===== config.mk =====
export PLATFORM = sky130hd
export DESIGN_NAME = regfile_2r1w_sweep
export DESIGN_NICKNAME = d
export VERILOG_FILES = /design/src/rtl/regfile_2r1w_sweep.sv
export SDC_FILE = /design/constraint.sdc
export NUM_CORES = 1
export LEC_CHECK = 0
export CORE_UTILIZATION = 60
export CTS_CLUSTER_SIZE = 12
export DETAILED_ROUTE_END_ITERATION = 7
export PLACE_DENSITY = 0.91
export SLEW_MARGIN = 25
export SYNTH_ARGS = -nofsm -noshare
export SYNTH_HDL_FRONTEND = slang
export SYNTH_SLANG_ARGS = --single-unit

===== constraint.sdc =====
create_clock -name CLK -period 4.7 [get_ports CLK]
set_clock_uncertainty 0.1 [all_clocks]
set_input_delay 0.94 -clock CLK [delete_from_list [all_inputs] [get_ports CLK]]
set_output_delay 0.94 -clock CLK [all_outputs]
set_load 0.03 [all_outputs]

===== src/rtl/regfile_2r1w_sweep.sv =====
// Parametrised 2-read/1-write register file with a hardware clear-sweep and a write-error pulse.
// Optional write-through forwarding on both read ports is enabled by defining REGFILE_BYPASS_EN.
module regfile_2r1w_sweep #(
   parameter int            N         = 8,
   parameter int            AW        = 3,
   parameter logic [N-1:0]  RESET_VAL = '0
) (
   input  logic          CLK,
   input  logic          RST,
   input  logic          WrEn,
   input  logic [AW-1:0] WA,
   input  logic [N-1:0]  Din,
   input  logic [AW-1:0] RA,
   input  logic [AW-1:0] RB,
   input  logic          CLR,
   output logic [N-1:0]  DoutA,
   output logic [N-1:0]  DoutB,
   output logic          BUSY,
   output logic          WERR,
   output logic          o_dbg_state
);

   localparam int            DEPTH    = 1 << AW;
   localparam logic [AW-1:0] CNT_LAST = AW'(DEPTH - 1);

   typedef enum logic {
      S_IDLE  = 1'b0,
      S_SWEEP = 1'b1
   } state_t;

   state_t        r_state;
   logic [AW-1:0] r_cnt;
   logic [N-1:0]  r_mem [DEPTH];
   logic [N-1:0]  r_dout_a;
   logic [N-1:0]  r_dout_b;
   logic          r_busy;
   logic          r_werr;

   logic          w_wr_ok;
   logic          w_drop;
   logic          w_fwd_a;
   logic          w_fwd_b;

   // A write is only accepted in IDLE without a competing CLR; every other WrEn is dropped.
   always_comb begin
      w_wr_ok = 1'b0;
      w_drop  = 1'b0;
      if (r_state == S_IDLE) begin
         w_wr_ok = WrEn & ~CLR;
         w_drop  = WrEn & CLR;
      end else begin
         w_drop  = WrEn;
      end
   end

`ifdef REGFILE_BYPASS_EN
   assign w_fwd_a = w_wr_ok && (WA == RA);
   assign w_fwd_b = w_wr_ok && (WA == RB);
`else
   assign w_fwd_a = 1'b0;
   assign w_fwd_b = 1'b0;
`endif

   always_ff @(posedge CLK) begin
      if (RST) begin
         for (int i = 0; i < DEPTH; i++) begin
            r_mem[i] <= RESET_VAL;
         end
         r_dout_a <= '0;
         r_dout_b <= '0;
         r_busy   <= 1'b0;
         r_werr   <= 1'b0;
         r_cnt    <= '0;
         r_state  <= S_IDLE;
      end else begin
         // Sweep writes are never forwarded; reads see pre-edge storage.
         r_dout_a <= w_fwd_a ? Din : r_mem[RA];
         r_dout_b <= w_fwd_b ? Din : r_mem[RB];
         r_werr   <= w_drop;
         if (w_wr_ok) begin
            r_mem[WA] <= Din;
         end
         case (r_state)
            S_IDLE: begin
               if (CLR) begin
                  r_state <= S_SWEEP;
                  r_cnt   <= '0;
                  r_busy  <= 1'b1;
               end
            end
            S_SWEEP: begin
               r_mem[r_cnt] <= RESET_VAL;
               r_cnt        <= r_cnt + 1'b1;
               if (r_cnt == CNT_LAST) begin
                  r_state <= S_IDLE;
                  r_busy  <= 1'b0;
               end
            end
            default: begin
               r_state <= S_IDLE;
               r_busy  <= 1'b0;
            end
         endcase
      end
   end

   assign DoutA       = r_dout_a;
   assign DoutB       = r_dout_b;
   assign BUSY        = r_busy;
   assign WERR        = r_werr;
   assign o_dbg_state = r_state;

endmodule


==> flow_summary.ini <==
[run_status]
status = complete, no violations

[pwr]
ir_drop_v = 0.000156
p_leak_uw = 0.00160
power_uw = 1580
p_per_area_mw_per_mm2 = 333

[sta]
hold_ws_ns = 0.433
min_period_over_period_pct = 72.3
finalSetupTns_ns = 0
finalMaxSlewViolations = 0
setup_viol = 0
rsz0062_at_grt = false
worstMarginPinSlew_ns = 0.821
relSlewSlack_pct = 45.1
period_minus_slack_ns = 3.40
fmax_mhz = 294
hold_viol = 0

[logic_synthesis]
synth-compound-area-share_pct = 4.16
ys_seq_elements = 86
synth_nets = 314
muxShareOfSynthArea_pct = 20.9
ys_seq_area_share_pct = 56.1
syn_inst = 291
synth.yosys.warnings = 0
synthAdderAreaFrac_pct = 0.594
syn_area_per_cell_um2 = 14.5
ys_types = 28
syn-cell-area_mm2 = 0.00421
synthXorXnorAreaFrac_pct = 0
synth_top_family_by_area = multiplexers
synthSimpleGateAreaFrac_pct = 13.7

[final_layout]
post_route_cells_drive_above_1_share_pct = 18.7
area_growth_syn_to_layout_pct = 12.5
antenna_cells = 0
fin_nets = 340
mostFrequentLayoutCells = nor3_1, edfxtp_1, clkdlybuf4s50_1
fillers = 474

[placement]
dp.final_hpwl_mm = 6.95
portBuffers = 39
globalplace.congestion = 0.972

[drt]
drt-pass1-iter-count = 5
avgRoutedWirePerCell_um = 22.7
final_antenna_net_count = 0
drcViolationCount = 0
drt-initial-drc-count = 252
routed_wl_mm = 9.47
viasPerCell = 6.51
vias = 2716

[grt]
gr-usage-all-layers_pct = 28.2
grt_first_pass_wirelength_mm = 14.3
first_global_vias = 2549
overflow = 0
grt_start_max_net_pins = 30
antenna_found_initial = 0

[critical_path]
worstPathArrival_ns = 3.28
critPathMaxFanout = 18
worstSetupEndpointType = register
critical_path_class = in -> reg
cp.required_ns = 4.58
start_kind = input port

[clock_network]
cts_setup_buffers = 0
cts_tree = done
cts.path.max_buffers = 2
cts_hold_buf = 0
cts-root-buf = clkbuf_8
path_clk_slew_ns = 0.08
clock_sinks = 86
cts_buffers = 9
clock_latency_ns = 0.35
ctsResizeCount = 0
cts-htree-levels = 3

[die]
fp.dieW_um = 85.8
chipHeight_um = 85.8
ios = 40
core_area_mm2 = 0.00679
initial_core_util_pct = 62.0
dieArea_mm2 = 0.00736
num_rows = 30

[min_path]
hold_path.class = reg -> reg

[flow_run]
cap_violations = 0
-- Yosys cell counts --
cell type / count / area, um^2
nor3b_1: 4 / 30.0
a31oi_4: 3 / 63.8
nor3_1: 64 / 320
inv_1: 2 / 7.51
nor2_1: 21 / 78.8
nand2_1: 10 / 37.5
a21oi_1: 4 / 20.0
a31oi_2: 1 / 12.5
buf_2: 7 / 35.0
mux4_2: 32 / 721
nor4b_4: 1 / 23.8
nand4bb_1: 1 / 11.3
dfxtp_1: 22 / 440
o21bai_2: 1 / 11.3
nor4b_2: 1 / 15.0
mux2i_1: 16 / 160
o21bai_1: 8 / 60.1
edfxtp_1: 64 / 1920
a21o_1: 1 / 7.51
buf_6: 7 / 78.8
ha_1: 2 / 25.0
nand2b_4: 1 / 13.8
buf_1: 4 / 15.0
and4b_1: 1 / 10.0
buf_4: 5 / 37.5
nor2b_1: 2 / 12.5
and4bb_2: 2 / 25.0
clkbuf_1: 4 / 15.0
-- layer usage --
metal  vias up  part of all wire (%)  global-route usage, %
met5         -                     0                      0
met4         0                   4.8                   15.8
met3        28                   9.0                   7.80
met2       177                    52                   47.6
met1      1320                    34                   32.7
li1       1191                     -                      -
-- flip-flops by register name, summed over array words and instances (netlist names) --
name         count
BUSY             1
DoutA            8
DoutB            8
WERR             1
o_dbg_state      1
r_cnt            3
r_mem           64
-- power breakdown --
part / switching [uW] / internal, uW
combinational: 124 / 100
clock: 237 / 232
sequential: 29.8 / 855
total: 391 / 1190
-- through the flow --
step	utilization, %	cells	worst slack (ns)	instance area (um^2)
after floorplan	-	291	2.07	4210
after global placement	67.1	402	1.19	4560
after detailed placement	67.1	402	1.03	4560
after CTS	69.8	417	1.39	4740
after global routing	69.7	417	1.20	4740
final	69.7	417	1.30	4740
-- cell families after synthesis --
family / count (synthesis)
compound gates: 18
fa+ha+maj: 2
buf+inv: 29
flops: 86
mux: 48
simple gates: 108
-- final timing paths --
check / start / endpoint / slack (ns) / depth (start not counted)
min reg2reg: BUSY / BUSY / 0.43 / 2
min: BUSY / BUSY / 0.43 / 2
max reg2reg: o_dbg_state / r_mem[1][3] / 2.13 / 4
max: RST / r_mem[1][3] / 1.30 / 4
-- final cells by class --
type / instances / area, um^2 / share of cell area (%)
Tap cell: 96 / 120 / 2.54
Inverter: 2 / 7.51 / 0.158
Timing Repair Buffer: 42 / 403 / 8.51
Clock inverter: 1 / 5.00 / 0.106
Clock buffer: 14 / 173 / 3.65
Sequential cell: 86 / 2360 / 49.9
Multi-Input combinational cell: 176 / 1670 / 35.2
-- critical path, cell delays in order --
cell and delay, ns:
clkdlybuf4s50_1 0.87, nand2b_4 0.37, a31oi_2 0.35, o21bai_1 0.74
Note: power is estimated with default switching activity, not from simulation.
